**src/rtl/note_sequencer.sv**
```systemverilog
// Purpose : plays songs from an external note memory and produces freq_out plus an optional square-wave tone.
// Latency : a note entry is fetched in 2 cycles (FETCH, WAIT), then plays for dur cycles.
// Backpr. : none; ena low freezes every register, and key pulses are ignored while ena is low.
//
// Ports   : clk, rst_n (synchronous, active low), ena, key_play/key_next/key_menu (1-cycle pulses),
//           mem_addr/mem_rd -> note memory, mem_data <- {freq, dur} one cycle after mem_rd,
//           freq_out (0 = rest), tone, playing, menu, song_idx.
// Config  : define NOTE_SEQ_TONE_EN to build the half-period tone generator; otherwise tone is tied to 0.
module note_sequencer #(
  parameter int FREQ_W = 28,
  parameter int DUR_W = 28,
  parameter int ADDR_W = 7,
  parameter int N_SONGS = 3,
  parameter logic [N_SONGS*ADDR_W-1:0] SONG_BASE = {7'd58, 7'd34, 7'd1},
  localparam int SONG_W = (N_SONGS > 1) ? $clog2(N_SONGS) : 1
) (
  input  logic                     clk,
  input  logic                     rst_n,
  input  logic                     ena,
  input  logic                     key_play,
  input  logic                     key_next,
  input  logic                     key_menu,
  output logic [ADDR_W-1:0]        mem_addr,
  output logic                     mem_rd,
  input  logic [FREQ_W+DUR_W-1:0]  mem_data,
  output logic [FREQ_W-1:0]        freq_out,
  output logic                     tone,
  output logic                     playing,
  output logic                     menu,
  output logic [SONG_W-1:0]        song_idx
);

  localparam logic [2:0] S_MENU  = 3'd0;
  localparam logic [2:0] S_FETCH = 3'd1;
  localparam logic [2:0] S_WAIT  = 3'd2;
  localparam logic [2:0] S_PLAY  = 3'd3;
  localparam logic [2:0] S_PAUSE = 3'd4;

  logic [2:0]        state_q, state_d;
  logic [SONG_W-1:0] song_idx_q, song_idx_d;
  logic [ADDR_W-1:0] mem_addr_q, mem_addr_d;
  logic [FREQ_W-1:0] freq_q, freq_d;
  logic [DUR_W-1:0]  dur_cnt_q, dur_cnt_d;
  logic              pend_q, pend_d;   // pause requested while a note is being fetched

  logic [FREQ_W-1:0] ent_freq;
  logic [DUR_W-1:0]  ent_dur;
  logic [SONG_W-1:0] song_nxt;

  assign ent_freq = mem_data[FREQ_W+DUR_W-1:DUR_W];
  assign ent_dur  = mem_data[DUR_W-1:0];
  assign song_nxt = (song_idx_q == SONG_W'(N_SONGS - 1)) ? '0 : song_idx_q + SONG_W'(1);

  function automatic logic [ADDR_W-1:0] base_of(input logic [SONG_W-1:0] idx);
    logic [ADDR_W-1:0] b;
    b = SONG_BASE[ADDR_W-1:0];
    for (int i = 0; i < N_SONGS; i++) begin
      if (idx == SONG_W'(i)) b = SONG_BASE[i*ADDR_W +: ADDR_W];
    end
    return b;
  endfunction

  always_comb begin
    state_d    = state_q;
    song_idx_d = song_idx_q;
    mem_addr_d = mem_addr_q;
    freq_d     = freq_q;
    dur_cnt_d  = dur_cnt_q;
    pend_d     = pend_q;
    if (ena) begin
      if (key_menu) begin
        state_d = S_MENU;
        freq_d  = '0;
        pend_d  = 1'b0;
      end else if (key_next) begin
        song_idx_d = song_nxt;
        // In the menu key_next only browses; elsewhere it restarts on the new song.
        if (state_q != S_MENU) begin
          mem_addr_d = base_of(song_nxt);
          state_d    = S_FETCH;
          pend_d     = 1'b0;
        end
      end else begin
        case (state_q)
          S_MENU: begin
            if (key_play) begin
              mem_addr_d = base_of(song_idx_q);
              state_d    = S_FETCH;
            end
          end
          S_FETCH: begin
            state_d = S_WAIT;
            if (key_play) pend_d = 1'b1;
          end
          S_WAIT: begin
            if (ent_dur == '0) begin
              // End marker: loop the song; any pending pause carries over.
              mem_addr_d = base_of(song_idx_q);
              state_d    = S_FETCH;
              pend_d     = pend_q | key_play;
            end else begin
              freq_d    = ent_freq;
              dur_cnt_d = ent_dur - DUR_W'(1);
              state_d   = (pend_q | key_play) ? S_PAUSE : S_PLAY;
              pend_d    = 1'b0;
            end
          end
          S_PLAY: begin
            // The key_play cycle still counts as a played cycle.
            if (dur_cnt_q == '0) begin
              mem_addr_d = mem_addr_q + ADDR_W'(1);
              state_d    = S_FETCH;
              if (key_play) pend_d = 1'b1;
            end else begin
              dur_cnt_d = dur_cnt_q - DUR_W'(1);
              if (key_play) state_d = S_PAUSE;
            end
          end
          S_PAUSE: begin
            if (key_play) state_d = S_PLAY;
          end
          default: state_d = S_MENU;
        endcase
      end
    end
  end

  always_ff @(posedge clk) begin
    if (!rst_n) begin
      state_q    <= S_MENU;
      song_idx_q <= '0;
      mem_addr_q <= base_of('0);
      freq_q     <= '0;
      dur_cnt_q  <= '0;
      pend_q     <= 1'b0;
    end else begin
      state_q    <= state_d;
      song_idx_q <= song_idx_d;
      mem_addr_q <= mem_addr_d;
      freq_q     <= freq_d;
      dur_cnt_q  <= dur_cnt_d;
      pend_q     <= pend_d;
    end
  end

  assign mem_addr = mem_addr_q;
  assign mem_rd   = ena && (state_q == S_FETCH);
  assign freq_out = freq_q;
  assign playing  = (state_q == S_PLAY);
  assign menu     = (state_q == S_MENU);
  assign song_idx = song_idx_q;

`ifdef NOTE_SEQ_TONE_EN
  logic [FREQ_W-1:0] hp_cnt_q, hp_cnt_d;
  logic              tone_q, tone_d;
  logic              tone_run, tone_restart;

  always_comb begin
    // Runs only on cycles where the FSM is actually playing (not overridden by a key).
    tone_run     = ena && (state_q == S_PLAY) && !key_menu && !key_next;
    // New note load or menu: start from a low phase with an empty counter.
    tone_restart = ena && (key_menu || (state_q == S_WAIT && !key_next && ent_dur != '0));
    hp_cnt_d     = hp_cnt_q;
    tone_d       = tone_q;
    if (tone_restart) begin
      hp_cnt_d = '0;
      tone_d   = 1'b0;
    end else if (tone_run && freq_q != '0) begin
      if (hp_cnt_q == freq_q - FREQ_W'(1)) begin
        hp_cnt_d = '0;
        tone_d   = ~tone_q;
      end else begin
        hp_cnt_d = hp_cnt_q + FREQ_W'(1);
      end
    end
  end

  always_ff @(posedge clk) begin
    if (!rst_n) begin
      hp_cnt_q <= '0;
      tone_q   <= 1'b0;
    end else begin
      hp_cnt_q <= hp_cnt_d;
      tone_q   <= tone_d;
    end
  end

  assign tone = tone_q;
`else
  assign tone = 1'b0;
`endif

endmodule

```
**config.mk**
```make
export PLATFORM = sky130hd
export DESIGN_NAME = note_sequencer
export DESIGN_NICKNAME = d
export VERILOG_FILES = /design/src/rtl/note_sequencer.sv
export SDC_FILE = /design/constraint.sdc
export NUM_CORES = 1
export LEC_CHECK = 0
export ABC_AREA = 0
export BUFFER_PORTS_ARGS = -buffer_cell sky130_fd_sc_hd__buf_2
export CAP_MARGIN = 0
export CORE_ASPECT_RATIO = 1.1
export CORE_UTILIZATION = 40
export DETAILED_ROUTE_END_ITERATION = 8
export SLEW_MARGIN = 25
export SYNTH_ARGS = -nofsm -noshare
export SYNTH_HDL_FRONTEND = slang
export SYNTH_SLANG_ARGS = --single-unit
export TNS_END_PERCENT = 1
```
**constraint.sdc**
```tcl
create_clock -name clk -period 5.8 [get_ports clk]
set_clock_uncertainty 0.05 [all_clocks]
set_input_delay 0.58 -clock clk [delete_from_list [all_inputs] [get_ports clk]]
set_output_delay 0.58 -clock clk [all_outputs]
set_load 0.005 [all_outputs]
```
## Word-level counts from Yosys, hierarchy flattened

Index checks and enable logic that the tools add are counted.

| cells by class | value |
|---|---|
| bitwise logic cells | 3 |
| add/subtract/negate cells | 4 |
| equality and inequality tests | 21 |
| muxes and demuxes | 35 |
| reductions and logical operators | 15 |

Operators with widths:

| operator | number |
|---|---|
| 28-bit two-way mux | 6 |
| 28-bit logical NOT | 2 |
| 28-bit case mux with 2 select lines | 1 |
| 28-bit by 1-bit subtractor with 28-bit output (second input constant) | 2 |
| 7-bit two-way mux | 7 |
| 3-bit two-way mux | 9 |
| 7-bit case mux with 3 select lines | 1 |
| 3-bit case mux with 5 select lines | 1 |
| 6-bit two-way mux | 2 |
| 4-bit != test (second input constant) | 2 |
| 4-bit AND reduction | 2 |
| 7-bit by 1-bit adder with 7-bit output (second input constant) | 1 |
| 7-bit AND reduction | 1 |
| 3-bit by 2-bit equality test with 1-bit output (second input constant) | 2 |
| 1-bit two-way mux | 6 |
| 2-bit != test (second input constant) | 3 |
| 3-bit != test (second input constant) | 2 |
| 6-bit AND reduction | 1 |
| 5-bit by 4-bit != test with 1-bit output (second input constant) | 1 |
| 5-bit AND reduction | 1 |
| 5-bit nonzero test | 1 |
| 2-bit by 1-bit equality test with 1-bit output (second input constant) | 2 |
| 2-bit equality test (second input constant) | 2 |
| 2-bit by 1-bit != test with 1-bit output (second input constant) | 2 |
| other kinds (16) | 18 |

| storage, ports and cells | value |
|---|---|
| output and inout bits | 41 |
| logic and storage cells | 84 |
| register bits | 69 |

## Logic depth before layout (Yosys ltp)

| logic depth | value |
|---|---|
| depth in word-level cells | 7 |
| mapped depth | 14 |
| depth with buffers taken out | 9 |

## Worst setup path after synthesis

No wires, ideal clock.

| timing path | value |
|---|---|
| path kind | register to register |
| start point | reg state_q[2] |
| end point | reg dur_cnt_q[14] |
| slack | 2,353 ps |
| period minus slack after synthesis | 3,447 ps |
| data arrival time | 3,275 ps |
| cell stages (with the launch flop) | 15 |
| cell sequence | dfxtp_1 nand3b_1 buf_2 buf_2 clkbuf_1 clkbuf_1 mux2i_1 ha_1 clkbuf_1 nor3b_1 nand4_1 o2bb2a_1 o22ai_1 and3_1 a311o_1 |

| on the way | value |
|---|---|
| longest elaborated chain between the ends | 3 |
| elaborated cells between the ends (all ways) | 7 |
| classes of those cells | 4 x eq/ne; 1 x mux; 2 x reduce/logical |

Ends and longest elaborated chain:

| element | line | text |
|---|---|---|
| start, declared | 39 | `logic [2:0] state_q, state_d;` |
| start signal, assigned | 137 | `state_q <= state_d;` |
| 3-bit by 2-bit equality test with 1-bit output | 84 | `case (state_q)` |
| 2-bit != test (no source line) / 2-bit nonzero test (equally long branches) | -- |  |
| 6-bit AND reduction (no source line) | -- |  |
| end signal, assigned | 141 | `dur_cnt_q <= dur_cnt_d;` |
| end, declared | 43 | `logic [DUR_W-1:0] dur_cnt_q, dur_cnt_d;` |

Several ways; a longest one is shown, not always the timed one.
A chain may end at the register's enable or synchronous reset.

## Worst setup path after layout

| timing path | value |
|---|---|
| start point | reg state_q[2] |
| end point | reg dur_cnt_q[18] |

The elaborated chain is that of the path after synthesis.

==> run_results.csv <==
group,metric,value,unit
synthesis,synth_nets,645,
clock_tree,cts_resized,0,
setup_path,crit_chain,"nand3b_1 -> buf_4 -> mux2i_1 -> ha_1 -> nor4b_1 -> nand3_1 -> a22oi_2 -> a31oi_1 -> o32ai_1 -> a21oi_1",
place,dp_hpwl,9781,um
global_route,grt_pass1_wl,23490,um
sta,finalHoldViolCount,0,
power,p_leak,2.112,nW
sta,post-route-period-util,62.10,%
drt,via_per_inst,6.186,
global_route,grtUsageTotal,24.42,%
clock_tree,cts_buffers,9,
synthesis,synth_edf_count,0,
floorplanning,core_area,11010,sq um
cells_and_area,layout_common_cells,"101 x buf_2, 69 x dfxtp_1, 57 x nand2_1, 43 x nor2_1, 36 x o21ai_0",
setup_path,crit_slowest_cell,"dfxtp_1",
global_route,groute.layer.met3.usage,4.914,%
cells_and_area,diodes,0,
floorplanning,die_w,103.7,um
sta,setup_viol_count_final,0,
synthesis,async_flop_share,0,%
job,drv_cap,0,
setup_path,worstPathRequired,5940,ps
sta,fin_tns_setup,0,ps
cells_and_area,syn_to_final_growth,18.10,%
sta,rsz0062_at_grt,"no",
setup_path,startpoint_type,"register",
floorplanning,io_pins,103,
global_route,grt-busiest-layer,"met2",
power,p_per_area,209.1,nW/um^2
cells_and_area,nNetsFinal,720,
sta,period_needed,3602,ps
place,place_congestion,0.8599,
drt,drt-pass1-iter-count,5,
setup_path,critPathKind,"reg2reg",
clock_tree,clk_pin_slew,60,ps
cells_and_area,finish.utilization,48.80,%
power,peakVddDrop,0.0001345,V
floorplanning,die_y,113.9,um
drt,wire_per_inst,17.76,um
sta,holdWs,403.6,ps
sta,drv_slew,0,
clock_tree,holdBufCountCts,0,
sta,setup_slack,2198,ps
synthesis,synth_ff_type,"dfxtp_1",
synthesis,postSynthCellCount,578,
synthesis,synth_area,4549,sq um
floorplanning,die-area,11800,sq um
cells_and_area,layout_commonest_cell,"buf_2",
synthesis,synth_area_per_cell,7.871,sq um
global_route,grt_max_degree,62,
sta,fmax,0.2777,GHz
synthesis,synth-seq-area-share,30.36,%
min_path,hp-class,"in2reg",
clock_tree,cts_sinks,69,
synthesis,synthDistinctLibCells,76,
run_status,status,"finished clean",
drt,drtAntennaViolNets,0,
drt,drt_iter0_drc,341,
place,io_buffers,101,
drt,wl,14290,um
place,placed_area,5081,sq um
clock_tree,post_cts_buffers,0,
floorplanning,start_util,41.32,%
global_route,first_global_vias,4765,
drt,vias,4980,
cells_and_area,fillCellCount,1139,
sta,relSlewSlack,49.30,%
clock_tree,htree_levels,3,
place,dp_slack,1934,ps
global_route,grt_overflow,0,
drt,drc,0,
global_route,met1_usage,30.96,%
clock_tree,cts_root_buf,"clkbuf_16",
setup_path,critical_path.max_fanout,14,
setup_path,cp.arrival,3740,ps
setup_path,cpPeakStageDelay,580,ps
cells_and_area,drive_gt1_share,22.04,%
cells_and_area,finalInstanceArea,5373,sq um
synthesis,yosys_warnings,0,
clock_tree,clockBufferDepth,2,
clock_tree,insertion_delay,340,ps
clock_tree,cts_tree,"done",
global_route,globalRouteMet2Util,40.85,%
sta,worstMarginPinSlew,760.5,ps
synthesis,synth-seq-cells,69,
floorplanning,std_cell_rows,40,
setup_path,end_kind,"register",
global_route,antenna_found_initial,0,
==> final cells by class <==
cell class,instances,area (sq um),area share [%]
repair buffers,106,543.0,10.11
clock buffers,9,225.2,4.192
multi-input cells,453,2924,54.42
well taps,147,183.9,3.423
inverters,14,52.55,0.9781
clock inverters,7,62.56,1.164
flip-flops and latches,69,1381,25.71
==> state kept, by name, indices dropped and copies added, names as in the netlist <==
name and cells:
song_idx 2, mem_addr 7, dur_cnt_q 28, freq_out 28, state_q 3, pend_q 1
==> power breakdown <==
part	leakage (nW)	internal, mW	switching (mW)	total [mW]
clock	0.139	0.300	0.245	0.545
combinational	1.42	0.0368	0.0623	0.0992
sequential	0.556	0.476	0.00328	0.479
==> logic make-up (layout without fill, tap and decap cells) <==
kind of cell	after synthesis	after routing	synth area share, %
DFF	69	69	30.36
other	1	1	0.08243
and+or+nand+nor	227	227	26.95
buffers and inverters	56	136	5.501
AOI/OAI and AO/OA	203	203	31.96
adders and majority gates	5	5	1.375
muxes	17	17	3.768
==> per-layer routing <==
| metal | wire length, um | vias to the layer above | share of wire [%] |
|---|---|---|---|
| met1 | 6468 | 2363 | 45 |
| met5 | 0 | - | 0 |
| met3 | 906 | 28 | 6.3 |
| li1 | - | 2374 | - |
| met2 | 6620 | 215 | 46 |
| met4 | 299 | 0 | 2.1 |
==> Yosys cell counts, drive strengths merged (16+ instances only) <==
library cell	instances	area, sq um
mux2i	16	160.2
nor2	45	176.4
nand2	58	220.2
nand3	28	145.1
dfxtp	69	1381
nor3	33	170.2
a22o	28	245.2
o21ai	39	198.9
clkbuf	19	71.32
a21oi	36	191.4
buf	23	126.4
==> stage by stage <==
step,cells,power (mW)
detailed placement,789,0.5874
CTS,805,1.130
floorplan,578,0.5414
global placement,789,0.5850
global route,805,1.166
finish,805,1.123
==> worst max-delay path, delay by kind of cell (launching register included) <==
kind / cells / cell delay, ps
adder cells (fa/ha/maj): 1 / 370
AND/OR/NAND/NOR: 3 / 940
multiplexers: 1 / 240
buffers and inverters: 1 / 210
flip-flops: 1 / 580
AO/OA/AOI/OAI: 4 / 1060
==> path summary, 6_finish.rpt <==
path | from | endpoint | slack, ps | cells past startpoint
worst max-delay path | state_q[2] | dur_cnt_q[18] | 2200 | 10
worst min-delay path | mem_data[41] | freq_out[13] | 400 | 2
worst max register to register | state_q[2] | dur_cnt_q[18] | 2200 | 10
worst min register to register | freq_out[11] | freq_out[11] | 410 | 1
(Power assumes the default switching activity.)
